--- src/rtl/pipe_pkg.sv ---
// -----------------------------------------------------------------------------
// pipe_pkg
//   Shared types for the 5-stage RV32I pipeline control logic.
//   - fwd_sel_e   : EX operand source select driven by the forwarding units
//   - mdu_state_e : states of the multi-cycle MUL/DIV hold sequencer
//   - reg_hit()   : "a later stage writes the register this operand reads"
// -----------------------------------------------------------------------------
package pipe_pkg;

    localparam int REG_ADDR_W = 5;

    typedef enum logic [1:0] {
        FWD_RF  = 2'b00,
        FWD_WB  = 2'b01,
        FWD_MEM = 2'b10
    } fwd_sel_e;

    typedef enum logic [1:0] {
        IDLE = 2'b00,
        BUSY = 2'b01,
        DONE = 2'b10
    } mdu_state_e;

    // x0 is hard-wired to zero, so a write to it never produces a value
    // worth forwarding.
    function automatic logic reg_hit(
        input logic                  we,
        input logic [REG_ADDR_W-1:0] rd,
        input logic [REG_ADDR_W-1:0] rs
    );
        return we && (rd != '0) && (rd == rs);
    endfunction

endpackage

--- src/rtl/hazard_ctrl_forward_unit.sv ---
// -----------------------------------------------------------------------------
// forward_unit
//   Combinational operand-forwarding select for one EX source operand.
//   Ports:
//     rs_e         in  5  source register read by the instruction in E
//     rd_m         in  5  destination register of the instruction in M
//     reg_write_m  in  1  instruction in M writes rd_m
//     rd_w         in  5  destination register of the instruction in W
//     reg_write_w  in  1  instruction in W writes rd_w
//     fwd_sel      out 2  00 register file, 01 W result, 10 M result
// -----------------------------------------------------------------------------
module forward_unit
    import pipe_pkg::*;
(
    input  logic [4:0] rs_e,
    input  logic [4:0] rd_m,
    input  logic       reg_write_m,
    input  logic [4:0] rd_w,
    input  logic       reg_write_w,
    output logic [1:0] fwd_sel
);

    fwd_sel_e sel;

    // M holds the younger result, so it wins over W when both match.
    always_comb begin
        sel = FWD_RF;
        if (reg_hit(reg_write_m, rd_m, rs_e)) begin
            sel = FWD_MEM;
        end else if (reg_hit(reg_write_w, rd_w, rs_e)) begin
            sel = FWD_WB;
        end
    end

    assign fwd_sel = sel;

endmodule

--- src/rtl/hazard_ctrl.sv ---
// -----------------------------------------------------------------------------
// hazard_ctrl
//   Hazard and sequencing controller for the 5-stage RV32I core: stall/flush
//   enables for the PC, F/D, D/E and E/M registers, EX forwarding selects,
//   a MUL/DIV hold sequencer and saturating performance counters.
//   Parameters:
//     MDU_LATENCY  stall cycles imposed by a multi-cycle MDU op (>= 2)
//     CNT_W        width of the performance counters
//   Ports:
//     clk, reset                  clock, asynchronous active-high reset
//     rs1_d, rs2_d                sources of the instruction in D
//     rs1_e, rs2_e, rd_e          sources/destination of the instruction in E
//     load_e, mdu_start_e         E holds a load / a multi-cycle MUL/DIV
//     pc_src_e                    taken branch or jump resolved in E
//     rd_m, reg_write_m           destination/write enable in M
//     rd_w, reg_write_w           destination/write enable in W
//     imem_ready                  instruction fetch completes this cycle
//     stall_f, stall_d, stall_e   hold PC, F/D, D/E
//     flush_d, flush_e, flush_m   bubble into F/D, D/E, E/M
//     forward_a_e, forward_b_e    EX operand selects
//     mdu_busy, mdu_done          sequencer not idle / MDU result valid
//     stall_count, flush_count    saturating performance counters
// -----------------------------------------------------------------------------
module hazard_ctrl
    import pipe_pkg::*;
#(
    parameter int MDU_LATENCY = 8,
    parameter int CNT_W       = 32
) (
    input  logic             clk,
    input  logic             reset,
    input  logic [4:0]       rs1_d,
    input  logic [4:0]       rs2_d,
    input  logic [4:0]       rs1_e,
    input  logic [4:0]       rs2_e,
    input  logic [4:0]       rd_e,
    input  logic             load_e,
    input  logic             mdu_start_e,
    input  logic             pc_src_e,
    input  logic [4:0]       rd_m,
    input  logic             reg_write_m,
    input  logic [4:0]       rd_w,
    input  logic             reg_write_w,
    input  logic             imem_ready,
    output logic             stall_f,
    output logic             stall_d,
    output logic             stall_e,
    output logic             flush_d,
    output logic             flush_e,
    output logic             flush_m,
    output logic [1:0]       forward_a_e,
    output logic [1:0]       forward_b_e,
    output logic             mdu_busy,
    output logic             mdu_done,
    output logic [CNT_W-1:0] stall_count,
    output logic [CNT_W-1:0] flush_count
);

    // Countdown only needs to hold MDU_LATENCY-2.
    localparam int LAT_W = (MDU_LATENCY > 2) ? $clog2(MDU_LATENCY) : 1;

    mdu_state_e             state_q, state_d;
    logic [LAT_W-1:0]       cnt_q, cnt_d;
    logic [CNT_W-1:0]       stall_count_q, stall_count_d;
    logic [CNT_W-1:0]       flush_count_q, flush_count_d;

    logic                   run;
    logic                   lw_stall;
    logic                   mdu_stall;
    logic [1:0]             fwd_a_raw;
    logic [1:0]             fwd_b_raw;

    // Every control output must read zero while reset is held, including
    // the purely combinational ones, so everything is qualified with run.
    assign run = ~reset;

    // ---------------------------------------------------------------------
    // Forwarding
    // ---------------------------------------------------------------------
    forward_unit u_fwd_a (
        .rs_e        (rs1_e),
        .rd_m        (rd_m),
        .reg_write_m (reg_write_m),
        .rd_w        (rd_w),
        .reg_write_w (reg_write_w),
        .fwd_sel     (fwd_a_raw)
    );

    forward_unit u_fwd_b (
        .rs_e        (rs2_e),
        .rd_m        (rd_m),
        .reg_write_m (reg_write_m),
        .rd_w        (rd_w),
        .reg_write_w (reg_write_w),
        .fwd_sel     (fwd_b_raw)
    );

    assign forward_a_e = run ? fwd_a_raw : FWD_RF;
    assign forward_b_e = run ? fwd_b_raw : FWD_RF;

    // ---------------------------------------------------------------------
    // Stall / flush
    // ---------------------------------------------------------------------
    assign lw_stall = run & load_e & (rd_e != 5'd0)
                    & ((rd_e == rs1_d) | (rd_e == rs2_d));

    // Mealy on mdu_start_e so the hold begins in the op's first E cycle;
    // together with the BUSY cycles this gives exactly MDU_LATENCY stalls.
    assign mdu_stall = run & (((state_q == IDLE) & mdu_start_e)
                              | (state_q == BUSY));

    // A redirect overrides a pending fetch: the PC takes the target and
    // the stale fetch is discarded. A fetch wait under a stall holds F/D
    // instead of bubbling it, since D still carries a live instruction.
    assign stall_f = lw_stall | mdu_stall | (run & ~imem_ready & ~pc_src_e);
    assign stall_d = lw_stall | mdu_stall;
    assign stall_e = mdu_stall;
    assign flush_d = run & (pc_src_e | (~imem_ready & ~lw_stall & ~mdu_stall));
    assign flush_e = (run & pc_src_e) | lw_stall;
    assign flush_m = mdu_stall;

    assign mdu_busy = run & (state_q != IDLE);
    assign mdu_done = run & (state_q == DONE);

    // ---------------------------------------------------------------------
    // MDU hold sequencer
    // ---------------------------------------------------------------------
    always_comb begin
        state_d = state_q;
        cnt_d   = cnt_q;
        unique case (state_q)
            IDLE: begin
                if (mdu_start_e) begin
                    state_d = BUSY;
                    cnt_d   = LAT_W'(MDU_LATENCY - 2);
                end
            end
            BUSY: begin
                if (cnt_q == '0) begin
                    state_d = DONE;
                end else begin
                    cnt_d = cnt_q - LAT_W'(1);
                end
            end
            // mdu_start_e still reflects the finishing op here; it must not
            // relaunch the sequencer.
            DONE: begin
                state_d = IDLE;
            end
            default: begin
                state_d = IDLE;
                cnt_d   = '0;
            end
        endcase
    end

    always_ff @(posedge clk or posedge reset) begin
        if (reset) begin
            state_q <= IDLE;
            cnt_q   <= '0;
        end else begin
            state_q <= state_d;
            cnt_q   <= cnt_d;
        end
    end

    // ---------------------------------------------------------------------
    // Saturating performance counters
    // ---------------------------------------------------------------------
    always_comb begin
        stall_count_d = stall_count_q;
        flush_count_d = flush_count_q;
        if (stall_f && (stall_count_q != '1)) begin
            stall_count_d = stall_count_q + CNT_W'(1);
        end
        if (run && pc_src_e && (flush_count_q != '1)) begin
            flush_count_d = flush_count_q + CNT_W'(1);
        end
    end

    always_ff @(posedge clk or posedge reset) begin
        if (reset) begin
            stall_count_q <= '0;
            flush_count_q <= '0;
        end else begin
            stall_count_q <= stall_count_d;
            flush_count_q <= flush_count_d;
        end
    end

    assign stall_count = stall_count_q;
    assign flush_count = flush_count_q;

endmodule

--- config.mk ---
export PLATFORM = sky130hd
export DESIGN_NAME = hazard_ctrl
export DESIGN_NICKNAME = d
export VERILOG_FILES = /design/src/rtl/pipe_pkg.sv /design/src/rtl/hazard_ctrl_forward_unit.sv /design/src/rtl/hazard_ctrl.sv
export SDC_FILE = /design/constraint.sdc
export NUM_CORES = 1
export LEC_CHECK = 0
export ABC_CLOCK_PERIOD_IN_PS = 3190
export BUFFER_PORTS_ARGS = -buffer_cell sky130_fd_sc_hd__buf_2
export CORE_MARGIN = 4
export CORE_UTILIZATION = 47
export DETAILED_ROUTE_END_ITERATION = 7
export PLACE_DENSITY = 0.85
export SYNTH_ARGS = -nofsm -noshare
export SYNTH_HDL_FRONTEND = slang
export SYNTH_SLANG_ARGS = --single-unit
--- constraint.sdc ---
create_clock -name clk -period 3.19 [get_ports clk]
set_clock_uncertainty 0.1 [all_clocks]
set_input_delay 0.319 -clock clk [delete_from_list [all_inputs] [get_ports clk]]
set_output_delay 0.319 -clock clk [all_outputs]
set_load 0.02 [all_outputs]
==> impl_metrics.yaml <==
floorplan:
  die-area_um2: 9680
  fp.dieH_um: 98.4
  rows: 32
  start_util: 0.489
  io_pins: 119
  design.core.area_um2: 7850
  die_width_um: 98.4
worst_setup_path:
  crit_slowest_cell: "dfrtp_1"
  crit_required_ns: 2.77
  cpLargestDelayFamily: "compound AO/OA/AOI/OAI gates"
  setup.worst_path.class: "reg -> out"
  crit_path_end_kind: "primary output"
  slowest_delay_ns: 0.47
  ff2ff_setup_slack_ns: 0.84
  start_kind: "register"
  cp_data_arrival_time_ns: 2.16
  path_cells: "o21bai_1, a21o_1, o221ai_1, nand2_2, inv_2, buf_2"
  worstPathMaxFanout: 10
  path_buf_inv: 2
clock_tree:
  clk_latency_ns: 0.34
  hold_buffers: 0
  post-cts-setup-buffer-count: 0
  cts_resized: 0
  cts.sinks: 69
  cts_tree: "yes"
  clk_pin_slew_ns: 0.08
  cts_buffers: 9
  htree_num_levels: 3
  cts-root-buf: "clkbuf_8"
  clk_path_buf_depth: 2
run:
  drv_cap: 0
finish:
  syn2layout_area_growth_pct: 24.6
  fin_nets: 565
  drive_gt1_frac: 0.279
  fillCellCount: 686
  final_cells: 625
  diodes: 0
logic_synthesis:
  syn_inst: 391
  synth_edf_count: 0
  ys_types: 47
  ys.flop_type: "dfrtp_1"
  synth_common_cells: "dfrtp_1, xor2_1, xnor2_1"
  synthMostInstantiatedCell: "dfrtp_1"
  netlist.area_leader.share: 0.450
  yosysWarnings: 0
  yosysTopAreaCell: "dfrtp_1"
  synth_area_leaders: "dfrtp_1, xor2_1, xnor2_1"
  synthArstFlopShare: 1.00
  yosysSeqAreaShare: 0.450
  synth_area_um2: 3840
  mappedNetlistNets: 438
  synth-seq-cells: 69
  avgSynthCellArea_um2: 9.82
route:
  final_antenna_net_count: 0
  dr.pass1.iters: 4
  wirelength_mm: 9.38
  routedWlPerCell_um: 15.0
  vias: 3418
  vias_per_cell: 5.47
  drc: 0
  drtIter0Drc: 88
timing:
  hold_viol_final: 0
  tns_ns: 0
  setup_viol: 0
  fmax_mhz: 388
  drv_slew: 0
  slew_headroom: 0.576
  fin_crit_ns: 2.58
  worst_slew_pin_slew_ns: 0.630
  fin_crit_sh: 0.809
  grt_setup_unrepaired: "no"
power:
  p_int_mw: 1.74
  p_comb_frac: 0.270
  ir_worst_vdd_uv: 330
  p_seq_frac: 0.430
  p_per_area_nw_per_um2: 558
  p_leak_nw: 2.42
  p_switching_uw: 925
  swShare: 0.347
  clockPowerShare: 0.300
hold_path:
  hold_path.class: "in -> async"
global_route:
  grt_max_degree: 38
  overflow: 0
  antenna_found_initial: 0
  grt_pass1_vias: 3308
  grt_pass1_wl_mm: 15.4
  gr-usage-all-layers: 0.193
placement:
  port-buffer-count: 118
  place_congestion: 0.926
  hpwlAfterDp_mm: 7.29
  dp.cells: 609
run_status:
  status: "finished clean"
final timing paths:
check                                             from                     endpoint  cells after the start
max reg2reg                flush_count[25]$_DFFE_PP0P_  flush_count[19]$_DFFE_PP0P_                      6
max                             state_q[0]$_DFFE_PP0P_                      stall_f                      6
max in group asynchronous                        reset  flush_count[29]$_DFFE_PP0P_                      3
min reg2reg                stall_count[31]$_DFFE_PP0P_  stall_count[31]$_DFFE_PP0P_                      1
min in group clk                           mdu_start_e         cnt_q[1]$_DFFE_PP0P_                      4
min                                              reset  stall_count[13]$_DFFE_PP0P_                      3
flip-flops by register name (all words and copies together), names as in the netlist:
register and count:
flush_count 32, stall_count 32, state_q 2, cnt_q 3
worst register-to-register path: stages, from the launching register on:
cell	delay (ns)
dfrtp_1	0.44
and4_1	0.24
and4_1	0.26
and4_1	0.26
nor3_1	0.49
and4_1	0.29
xor2_1	0.18
cell families (layout without fill, tap and decap cells):
logic type / Yosys count / in the layout / share of synthesized area
AO/OA/AOI/OAI: 23 / 23 / 0.0421
AND/OR/NAND/NOR: 181 / 181 / 0.260
buffers and inverters: 21 / 153 / 0.0222
flip-flops: 69 / 69 / 0.450
adder cells (fa/ha/maj): 4 / 4 / 0.0130
multiplexers: 1 / 1 / 0.00293
XOR/XNOR: 92 / 92 / 0.210
power groups by stage:
stage          Combinational (mW)  Sequential (mW)  Clock [mW]
3_5_place_dp                0.720             1.16           0
6_report                    0.720             1.15       0.800
5_1_grt                     0.795             1.17       0.855
2_1_floorplan               0.396             1.23           0
4_1_cts                     0.724             1.14       0.815
3_3_place_gp                0.687             1.15           0
cell type report:
type / count / area [um^2] / area share
multi-input combinational: 301 / 2030 / 0.424
clock inverter: 5 / 83.8 / 0.0175
timing repair buffer: 121 / 613 / 0.128
tap: 102 / 128 / 0.0267
sequential: 69 / 1730 / 0.361
inverter: 16 / 63.8 / 0.0133
clock buffer: 11 / 141 / 0.0296
metrics by stage:
| step | worst slack, ns | utilization | instance area, um^2 | power [mW] | hold WS [ns] |
|---|---|---|---|---|---|
| finish | 0.611 | 0.610 | 4780 | 2.67 | 0.142 |
| global route | 0.468 | 0.610 | 4780 | 2.82 | 0.188 |
| CTS | 0.590 | 0.610 | 4780 | 2.68 | 0.153 |
| detailed placement | 0.836 | 0.581 | 4560 | 1.88 | 0.379 |
| global placement | 0.890 | 0.581 | 4560 | 1.84 | 0.378 |
| floorplan | 0.318 | - | 3840 | 1.62 | 0.373 |
metal layers:
metal	track usage	routed length, um	share of wire	vias up
li1	-	-	-	1643
met1	0.246	4020	0.43	1627
met2	0.319	4520	0.48	127
met3	0.0429	625	0.067	21
met4	0.0756	212	0.023	0
met5	0	0	0	-
layout by cell type (no fill, tap or decap), types with 2 or more instances in the layout:
| cell | netlist | layout |
|---|---|---|
| nor2_1 | 24 | 24 |
| ha_1 | 4 | 4 |
| nand2_1 | 34 | 34 |
| inv_1 | 15 | 14 |
| bufinv_16 | 0 | 2 |
| a22o_1 | 2 | 2 |
| and4_1 | 8 | 8 |
| clkinvlp_4 | 0 | 3 |
| or4_1 | 3 | 3 |
| dfrtp_1 | 69 | 69 |
| nand4_1 | 25 | 25 |
| or2_1 | 2 | 2 |
| a21oi_1 | 2 | 2 |
| xor2_1 | 47 | 47 |
| and2_1 | 2 | 2 |
| xnor2_1 | 45 | 45 |
| buf_4 | 1 | 3 |
| nand3_2 | 2 | 2 |
| buf_2 | 2 | 118 |
| nand3_1 | 25 | 25 |
| and3_1 | 6 | 6 |
| o21ai_0 | 5 | 5 |
| clkbuf_8 | 0 | 10 |
| nor4_1 | 12 | 12 |
| or3_1 | 2 | 2 |
| nand2b_1 | 3 | 3 |
| nor3_1 | 25 | 25 |
| a211oi_1 | 3 | 3 |
Power figures use the tool's default switching activity.
